<file path="src/rtl/top_pkg.sv">
// -----------------------------------------------------------------------------
// top_pkg
// Shared constants and types for the projection / matmul datapath.
//   TOP_CHUNK_SIZE : elements per core chunk; sets the ping-pong word width.
//   pp_rd_state_t  : state encoding of the ping-pong buffer read controller.
// -----------------------------------------------------------------------------
package top_pkg;

  localparam int TOP_CHUNK_SIZE = 4;

  typedef enum logic [1:0] {
    IDLE    = 2'd0,
    READ    = 2'd1,
    RELEASE = 2'd2
  } pp_rd_state_t;

endpackage : top_pkg

</file>
<file path="src/rtl/pp_skid_fifo.sv">
// -----------------------------------------------------------------------------
// pp_skid_fifo
// Two-entry FIFO with registered outputs. The head entry is presented directly
// from a register, so dout_o/valid_o never depend combinationally on inputs.
// Ports:
//   clk, rst_n : clock, synchronous active-low reset
//   push_i     : write din_i (ignored when full and not popping)
//   din_i      : write data
//   pop_i      : consume the head entry (only meaningful while valid_o=1)
//   dout_o     : head entry
//   valid_o    : head entry is valid
//   count_o    : number of stored entries (0..2)
// -----------------------------------------------------------------------------
module pp_skid_fifo #(
  parameter int DW = 8
) (
  input  logic          clk,
  input  logic          rst_n,
  input  logic          push_i,
  input  logic [DW-1:0] din_i,
  input  logic          pop_i,
  output logic [DW-1:0] dout_o,
  output logic          valid_o,
  output logic [1:0]    count_o
);

  logic [DW-1:0] head_q, head_d;
  logic [DW-1:0] tail_q, tail_d;
  logic [1:0]    count_q, count_d;
  logic          valid_q, valid_d;

  // Next-state of the head/tail entries and occupancy.
  always_comb begin
    head_d  = head_q;
    tail_d  = tail_q;
    count_d = count_q;
    case (count_q)
      2'd0: begin
        if (push_i) begin
          head_d  = din_i;
          count_d = 2'd1;
        end else begin
          count_d = 2'd0;
        end
      end
      2'd1: begin
        if (pop_i) begin
          // Head leaves; a simultaneous push lands straight in the head.
          if (push_i) begin
            head_d  = din_i;
            count_d = 2'd1;
          end else begin
            count_d = 2'd0;
          end
        end else begin
          if (push_i) begin
            tail_d  = din_i;
            count_d = 2'd2;
          end else begin
            count_d = 2'd1;
          end
        end
      end
      2'd2: begin
        if (pop_i) begin
          head_d = tail_q;
          if (push_i) begin
            tail_d  = din_i;
            count_d = 2'd2;
          end else begin
            count_d = 2'd1;
          end
        end else begin
          // Full and not draining: a push here would be an overflow; drop it.
          count_d = 2'd2;
        end
      end
      default: begin
        count_d = 2'd0;
      end
    endcase
    valid_d = (count_d != 2'd0);
  end

  // Storage and occupancy registers.
  always_ff @(posedge clk) begin
    if (!rst_n) begin
      head_q  <= {DW{1'b0}};
      tail_q  <= {DW{1'b0}};
      count_q <= 2'd0;
      valid_q <= 1'b0;
    end else begin
      head_q  <= head_d;
      tail_q  <= tail_d;
      count_q <= count_d;
      valid_q <= valid_d;
    end
  end

  assign dout_o  = head_q;
  assign valid_o = valid_q;
  assign count_o = count_q;

endmodule : pp_skid_fifo

</file>
<file path="src/rtl/ping_pong_reader.sv">
// -----------------------------------------------------------------------------
// ping_pong_reader
// Read-side controller of the two-bank ping-pong buffer feeding the Qn x KnT
// matmul. Waits for the active bank to be marked full, sweeps all of its
// addresses through port B (1-cycle read latency), streams the words out with
// valid/ready backpressure, then releases the bank and switches to the other.
//
// Compile-time option:
//   PP_READER_TRANSPOSE_EN : when defined, addresses are swept column-major
//                            (rd_addrb = w*COL_X + c); otherwise linearly.
//
// Ports:
//   clk, rst_n              : clock, synchronous active-low reset
//   bank_full[1:0]          : per-bank full level from the writer
//   bank_release[1:0]       : one-cycle pulse when a bank has been fully read
//   bank0_enb, bank1_enb    : port-B read enables (never both high)
//   rd_addrb                : shared port-B read address
//   bank0_doutb/bank1_doutb : port-B read data
//   out_data/out_valid/out_ready/out_last : output stream
//   active_bank_rd          : bank currently owned by the reader
// -----------------------------------------------------------------------------
module ping_pong_reader
  import top_pkg::*;
#(
  parameter  int WIDTH         = 16,
  parameter  int NUM_CORES_A   = 2,
  parameter  int NUM_CORES_B   = 1,
  parameter  int COL_X         = 16,
  parameter  int TOTAL_INPUT_W = 2,
  localparam int MODULE_WIDTH  = WIDTH * TOP_CHUNK_SIZE * NUM_CORES_A * NUM_CORES_B,
  localparam int TOTAL_DEPTH   = COL_X * TOTAL_INPUT_W,
  localparam int ADDR_WIDTH    = $clog2(TOTAL_DEPTH)
) (
  input  logic                    clk,
  input  logic                    rst_n,
  input  logic [1:0]              bank_full,
  output logic [1:0]              bank_release,
  output logic                    bank0_enb,
  output logic                    bank1_enb,
  output logic [ADDR_WIDTH-1:0]   rd_addrb,
  input  logic [MODULE_WIDTH-1:0] bank0_doutb,
  input  logic [MODULE_WIDTH-1:0] bank1_doutb,
  output logic [MODULE_WIDTH-1:0] out_data,
  output logic                    out_valid,
  input  logic                    out_ready,
  output logic                    out_last,
  output logic                    active_bank_rd
);

  pp_rd_state_t          state_q, state_d;
  logic                  active_q, active_d;
  logic [ADDR_WIDTH-1:0] idx_q, idx_d;
  logic                  inflight_q, inflight_d;
  logic                  rd_bank_q, rd_bank_d;
  logic                  rd_last_q, rd_last_d;
  logic [1:0]            bank_release_q, bank_release_d;

  logic                  pop_s;
  logic                  issue_s;
  logic                  last_idx_s;
  logic [2:0]            occ_s;
  logic [1:0]            fifo_count_s;
  logic                  fifo_valid_s;
  logic [MODULE_WIDTH:0] fifo_din_s;
  logic [MODULE_WIDTH:0] fifo_dout_s;

  // Sweep index -> port-B address.
  function automatic logic [ADDR_WIDTH-1:0] addr_of(input logic [ADDR_WIDTH-1:0] idx);
`ifdef PP_READER_TRANSPOSE_EN
    int c;
    int w;
    c = int'(idx) / TOTAL_INPUT_W;
    w = int'(idx) % TOTAL_INPUT_W;
    return ADDR_WIDTH'(w * COL_X + c);
`else
    return idx;
`endif
  endfunction

  assign pop_s      = fifo_valid_s & out_ready;
  assign last_idx_s = (idx_q == ADDR_WIDTH'(TOTAL_DEPTH - 1));

  // Words already committed (stored + arriving this cycle) after this cycle's
  // pop; a new read may only issue if it will still fit in the 2-entry FIFO.
  assign occ_s   = {1'b0, fifo_count_s} + {2'b00, inflight_q} - {2'b00, pop_s};
  assign issue_s = (state_q == READ) && (occ_s < 3'd2);

  // Next-state and read-issue control.
  always_comb begin
    state_d        = state_q;
    active_d       = active_q;
    idx_d          = idx_q;
    bank_release_d = 2'b00;
    case (state_q)
      IDLE: begin
        if (bank_full[active_q]) begin
          state_d = READ;
          idx_d   = {ADDR_WIDTH{1'b0}};
        end else begin
          state_d = IDLE;
        end
      end
      READ: begin
        if (issue_s) begin
          if (last_idx_s) begin
            state_d        = RELEASE;
            idx_d          = {ADDR_WIDTH{1'b0}};
            bank_release_d = active_q ? 2'b10 : 2'b01;
          end else begin
            idx_d = idx_q + ADDR_WIDTH'(1);
          end
        end else begin
          state_d = READ;
        end
      end
      RELEASE: begin
        // The final read's data is pushed into the FIFO during this cycle.
        state_d  = IDLE;
        active_d = ~active_q;
      end
      default: begin
        state_d = IDLE;
      end
    endcase
    inflight_d = issue_s;
    rd_bank_d  = issue_s ? active_q   : rd_bank_q;
    rd_last_d  = issue_s ? last_idx_s : rd_last_q;
  end

  // Controller state registers.
  always_ff @(posedge clk) begin
    if (!rst_n) begin
      state_q        <= IDLE;
      active_q       <= 1'b0;
      idx_q          <= {ADDR_WIDTH{1'b0}};
      inflight_q     <= 1'b0;
      rd_bank_q      <= 1'b0;
      rd_last_q      <= 1'b0;
      bank_release_q <= 2'b00;
    end else begin
      state_q        <= state_d;
      active_q       <= active_d;
      idx_q          <= idx_d;
      inflight_q     <= inflight_d;
      rd_bank_q      <= rd_bank_d;
      rd_last_q      <= rd_last_d;
      bank_release_q <= bank_release_d;
    end
  end

  // Read data belongs to the bank captured at issue time, not the current one,
  // since active_q may already have toggled when the last word returns.
  assign fifo_din_s = {rd_last_q, (rd_bank_q ? bank1_doutb : bank0_doutb)};

  pp_skid_fifo #(
    .DW (MODULE_WIDTH + 1)
  ) u_fifo (
    .clk     (clk),
    .rst_n   (rst_n),
    .push_i  (inflight_q),
    .din_i   (fifo_din_s),
    .pop_i   (pop_s),
    .dout_o  (fifo_dout_s),
    .valid_o (fifo_valid_s),
    .count_o (fifo_count_s)
  );

  assign bank0_enb      = issue_s & ~active_q;
  assign bank1_enb      = issue_s &  active_q;
  assign rd_addrb       = addr_of(idx_q);
  assign out_data       = fifo_dout_s[MODULE_WIDTH-1:0];
  assign out_last       = fifo_dout_s[MODULE_WIDTH];
  assign out_valid      = fifo_valid_s;
  assign bank_release   = bank_release_q;
  assign active_bank_rd = active_q;

endmodule : ping_pong_reader

</file>
<file path="config.mk">
export PLATFORM = sky130hd
export DESIGN_NAME = ping_pong_reader
export DESIGN_NICKNAME = d
export VERILOG_FILES = /design/src/rtl/top_pkg.sv /design/src/rtl/pp_skid_fifo.sv /design/src/rtl/ping_pong_reader.sv
export SDC_FILE = /design/constraint.sdc
export NUM_CORES = 1
export LEC_CHECK = 0
export BUFFER_PORTS_ARGS = -buffer_cell sky130_fd_sc_hd__buf_2
export CAP_MARGIN = 30
export CORE_ASPECT_RATIO = 1.1
export CORE_MARGIN = 10
export CORE_UTILIZATION = 40
export DETAILED_ROUTE_END_ITERATION = 8
export PLACE_DENSITY = 0.68
export REMOVE_ABC_BUFFERS = 1
export SLEW_MARGIN = 20
export SYNTH_ARGS = -nofsm -noshare
export SYNTH_HDL_FRONTEND = slang
export SYNTH_HIERARCHICAL = 1
export SYNTH_SLANG_ARGS = --single-unit
</file>
<file path="constraint.sdc">
create_clock -name clk -period 4.3 [get_ports clk]
set_input_delay 1.075 -clock clk [delete_from_list [all_inputs] [get_ports clk]]
set_output_delay 1.075 -clock clk [all_outputs]
set_load 0.1 [all_outputs]
</file>
# [Word-level counts from Yosys, hierarchy flattened]
# Index checks and enable logic that the tools add are counted.
[op_classes] n_addsub=3 order_cmp=2 n_eq_ne=11 mux=25 bitwise_logic=4 reduce_logical=11
[ops] cell="$mux 129" n=6
[ops] cell="$pmux 129 s3" n=1
[ops] cell="$pmux 129 s2" n=1
[ops] cell="$mux 128" n=1
[ops] cell="$mux 5" n=3
[ops] cell="$mux 2" n=6
[ops] cell="$ne 2x2->1 const B" n=5
[ops] cell="$pmux 5 s2" n=1
[ops] cell="$reduce_and 3->1" n=3
[ops] cell="$pmux 2 s3" n=1
[ops] cell="$reduce_bool 2->1" n=3
[ops] cell="$add 5x1->5 const B" n=1
[ops] cell="$eq 5x5->1 const B" n=1
[ops] cell="$eq 2x1->1 const B" n=2
[ops] cell="$eq 2x2->1 const B" n=2
[ops] cell="$logic_not 2->1" n=2
[ops] cell="$mux 1" n=4
[ops] cell="$pmux 2 s2" n=1
[ops] cell="$reduce_and 4->1" n=1
[ops] cell="$add 2x1->3" n=1
[ops] cell="$and 1x1->1" n=3
[ops] cell="$lt 3x2->1 const B" n=1
[ops] cell="$ne 3x3->1 const B" n=1
[ops] cell="$reduce_bool 3->1" n=1
[ops] cell="other kinds (4)" n=4
[totals] input_bits=261 elab_cells=67 register_bits=274

# [Longest topological paths before layout]
[logic_depth] depth_word=6 ltp_mapped=8 ltp_nobuf=7

# [By module]
# Netlist, hierarchy kept.
[modules_own_cells] module="pp_skid_fifo" area_each_um2=11497.3 n_inst=1 cells_per_inst=1186 seq_area_each_um2=5225.0
[modules_own_cells] module="ping_pong_reader" area_each_um2=2190.9 n_inst=1 cells_per_inst=209 seq_area_each_um2=260.2

# [Worst setup path after synthesis]
# Ideal clock, no wire load.
[synth_path] path_type="in2out" from="input port out_ready" to="output port bank0_enb" n_path_buf=0 stages=6 arrival_ns=4.477 required_ns=3.225 slack_ns=-1.252 path_cell_list="and2_1 > ha_1 > nand2b_1 > fa_1 > xor2_2 > nor3_1"
[synth_between] elab_chain_len=5
[synth_lines] item="start: declaration" line="ping_pong_reader.sv:45" source="input logic out_ready,"
[synth_lines] item="$and 1x1->1" line="ping_pong_reader.sv:80" source="assign pop_s = fifo_valid_s & out_ready;"
[synth_lines] item="$sub 3x1->3" line="ping_pong_reader.sv:85" source="assign occ_s = {1'b0, fifo_count_s} + {2'b00, inflight_q} - {2'b00, pop_s};"
[synth_lines] item="$lt 3x2->1" line="ping_pong_reader.sv:86" source="assign issue_s = (state_q == READ) && (occ_s < 3'd2);"
[synth_lines] item="$logic_and 1x1->1" line="ping_pong_reader.sv:86"
[synth_lines] item="$and 1x1->1" line="ping_pong_reader.sv:168" source="assign bank0_enb = issue_s & ~active_q;"
[synth_lines] item="end: declaration" line="ping_pong_reader.sv:38" source="output logic bank0_enb,"
# Every way passes these cells.

# [Worst setup path in the final report]
[layout_path] from="input port out_ready" to="output port bank0_enb"
[layout_between] elab_chain_len=5
[layout_lines] item="$and 1x1->1" line="ping_pong_reader.sv:80"
[layout_lines] item="named net pop_s" line="ping_pong_reader.sv:58" source="logic pop_s;"
[layout_lines] item="$sub 3x1->3" line="ping_pong_reader.sv:85"
[layout_lines] item="$lt 3x2->1" line="ping_pong_reader.sv:86"
[layout_lines] item="$logic_and 1x1->1" line="ping_pong_reader.sv:86"
[layout_lines] item="$and 1x1->1" line="ping_pong_reader.sv:168"
# The timed path passes the listed nets, and every way through them passes these cells.

==> impl_metrics.env <==
export IMPL_clock_skew_final_ps=8.677
export IMPL_post_cts_resized=0
export IMPL_synth_edf_count=0
export IMPL_synthCells=1395
export IMPL_fp_coreArea_um2=34020
export IMPL_finalSetupTns_ps=0
export IMPL_library_cell_with_the_largest_summed_area_after_synthesis="dfxtp_1"
export IMPL_drt_wirelength_per_cell_um=18.76
export IMPL_setup_repair_after_global_routing_missed_its_margin="false"
export IMPL_power_clock_fraction_pct=37.7
export IMPL_cell_internal_pwr_mw=4.693
export IMPL_drv_slew=0
export IMPL_ys_seq_area_share_pct=40.07
export IMPL_crit_buf_inv=3
export IMPL_synth_largest_type_area_fraction_pct=40.07
export IMPL_combined_global_route_utilization_of_all_metal_layers_pct=18.13
export IMPL_postSynth_asyncResetShare_pct=0
export IMPL_die_height_um=214.0
export IMPL_max_cap_viol_count=0
export IMPL_postSynth_topFlopCell="dfxtp_1"
export IMPL_timing_final_setup_violations=0
export IMPL_drt_first_pass_iters=5
export IMPL_yosys_top_cells_area="dfxtp_1 40%, mux2i_1 19%, a211oi_1 14%"
export IMPL_dieWidth_um=196.4
export IMPL_total_detailed_routing_wirelength_um=40670
export IMPL_nNetsFinal=1976
export IMPL_synthToLayoutAreaGrowth_pct=24.17
export IMPL_place_inst=2113
export IMPL_number_of_diodes_added_for_antenna_fixing=0
export IMPL_max_stage_delay_ps=430
export IMPL_fin_crit_sh_pct=94.21
export IMPL_grt_first_pass_wirelength_um=64630
export IMPL_detail_route_antenna_nets=0
export IMPL_final_layout_size_suffix_gt1_share_pct=35.61
export IMPL_fillerInstances=3187
export IMPL_syn_avg_cell_area_um2=9.812
export IMPL_power_combinational_fraction_pct=23.3
export IMPL_initial_utilization_pct=40.23
export IMPL_worst_slew_pin_transition_ps=938.7
export IMPL_total_switching_power_mw=2.306
export IMPL_grt_remaining_overflow=0
export IMPL_antenna_found_initial=0
export IMPL_cts_root_buf="clkbuf_16"
export IMPL_cts_tree="done"
export IMPL_number_of_distinct_standard_cells_referenced_by_the_synthesized_netlist=42
export IMPL_numCtsBuffers=30
export IMPL_postSynthRegisterBits=274
export IMPL_max_freq_mhz=246.9
export IMPL_post_synthesis_instance_area_um2=13690
export IMPL_leakagePower_nw=7.588
export IMPL_worst_path_max_delay_cell="fa_1"
export IMPL_synth_most_common_cell="dfxtp_1"
export IMPL_final_hold_violation_count=0
export IMPL_drt_first_iter_violations=594
export IMPL_final_design_utilization_pct=49.95
export IMPL_setup_buffers_after_cts=0
export IMPL_worst_ep_required_time_ps=3220
export IMPL_detail_route_drc_violations=0
export IMPL_post_synth_most_frequent_cells="274 x dfxtp_1, 262 x mux2i_1, 260 x nand2_1"
export IMPL_post_dp_hpwl_um=26450
export IMPL_seq_power_share_pct=39.0
export IMPL_dieArea_um2=42030
export IMPL_boundaryPins=401
export IMPL_path_class="input pin to primary output"
export IMPL_power_share_switching_pct=32.95
export IMPL_power_per_cell_area_nw_per_um2=411.8
export IMPL_cp_end_kind="primary output"
export IMPL_status="complete, no violations"
export IMPL_vias=11710
export IMPL_cts_max_level=1
export IMPL_hold_path_class="flip-flop to flip-flop"
export IMPL_timing_critical_path_max_delay_family="adder cells"
export IMPL_post_route_minimum_period_ps=4051
export IMPL_clk_latency_ps=540
export IMPL_clk_pin_slew_worst_paths_ps=60
export IMPL_worst_ir_drop_on_vdd_mv=0.2745
export IMPL_cts_hold_buffers_added=0
export IMPL_cts_sink_count=274
export IMPL_numPortBuffers=400
export IMPL_clockBufferDepth=3
export IMPL_vias_in_the_first_global_route=12270
export IMPL_setup_worst_path_start_class="input pin"
export IMPL_critical_path_arrival_ps=2980
export IMPL_max_slew_margin_pct=37.42
export IMPL_maximum_number_of_pins_on_one_net_before_global_route_repair=130
export IMPL_critical_path_max_fanout=5
export IMPL_cp_cell_sequence="buf_2, and2_1, ha_1, nand2b_1, fa_1, xor2_2, nor3_1, buf_4, buf_12"
export IMPL_hold_ws_ps=453.3
export IMPL_gp_congestion=0.8116
export IMPL_detail_route_vias_per_cell=5.399
export IMPL_finalNonFillerCells=2168
export IMPL_ys_warn_count=6
export IMPL_row_count=71
==> final cells by class <==
| cell class | count | area [µm²] | share of cell area (%) |
|---|---|---|---|
| inverter | 10 | 40.04 | 0.2356 |
| tap | 438 | 548.0 | 3.224 |
| sequential | 274 | 5489 | 32.30 |
| clock inverter | 6 | 82.58 | 0.4859 |
| clock buffer | 48 | 949.7 | 5.587 |
| multi-input combinational | 967 | 7501 | 44.13 |
| timing repair buffer | 425 | 2386 | 14.04 |
==> per-stage QoR <==
| step | instance area, µm² | setup slack (ps) | total power [mW] |
|---|---|---|---|
| after floorplan | 12980 | -4236 | 3.997 |
| after global placement | 15940 | 238.3 | 4.386 |
| after detailed placement | 15940 | 237.2 | 4.409 |
| after CTS | 16970 | 241.9 | 7.064 |
| after global routing | 17000 | 146.1 | 7.269 |
| final | 17000 | 249.0 | 7.000 |
==> flip-flops by register name, indices dropped and copies added, names as in the netlist, 2 cells and up <==
register and count:
bank_release 2, rd_addrb 5, state_q 2, u_fifo/count_o 2, u_fifo/dout_o 129, u_fifo/tail_q 129
==> worst register-to-register path, delay by kind of cell (launching register included) <==
family,cells,cell delay [ps]
fa+ha+maj,2,710
simple gates,3,530
flops,1,480
buf+inv,3,430
xor+xnor,1,130
==> power by group through the flow <==
stage / combinational [mW] / clock [mW] / sequential, mW
finish: 1.63 / 2.64 / 2.73
global route: 1.72 / 2.81 / 2.74
CTS: 1.63 / 2.70 / 2.73
detailed placement: 1.63 / 0 / 2.78
global placement: 1.61 / 0 / 2.78
floorplan: 0.475 / 0 / 3.52
==> cells in the final DEF (no fill, tap or decap), types with 5 or more instances in the layout <==
cell and n:
nand3_1 5, clkbuf_16 31, mux2_2 128, and2_1 5
a211oi_1 258, clkbuf_8 12, buf_4 13, buf_2 397
dfxtp_1 273, inv_1 9, mux2i_1 262, buf_12 13
clkbuf_1 6, ha_1 6, nand2_1 260
==> final timing paths <==
check	startpoint	to	slack (ps)	depth (start not counted)
worst min-delay path	u_fifo/tail_q[123]$_SDFFE_PN0P_	u_fifo/tail_q[123]$_SDFFE_PN0P_	450	2
worst max-delay path	out_ready	bank0_enb	250	9
worst max register to register	u_fifo/count_o[0]$_SDFF_PN0_	bank_release[1]$_SDFF_PN0_	1910	9
worst min register to register	u_fifo/tail_q[123]$_SDFFE_PN0P_	u_fifo/tail_q[123]$_SDFFE_PN0P_	450	2
==> kinds of logic after synthesis <==
logic type | after synthesis | synth area share (%)
flip-flops | 274 | 40.07
multiplexers | 390 | 29.69
buffers and inverters | 154 | 5.430
XOR/XNOR | 3 | 0.3017
AND/OR/NAND/NOR | 293 | 8.803
adder cells (fa/ha/maj) | 7 | 0.6947
AO/OA/AOI/OAI | 274 | 15.01
==> per-layer routing <==
metal	global-route usage [%]	share of wire [%]	routed length, µm	up-vias
met2	31.93	49	19980	360
met5	0	0	0	-
li1	-	-	-	5700
met3	4.065	6.7	2718	57
met4	5.349	2.5	1015	0
met1	21.35	42	16950	5588
Power figures use the tool's default switching activity.
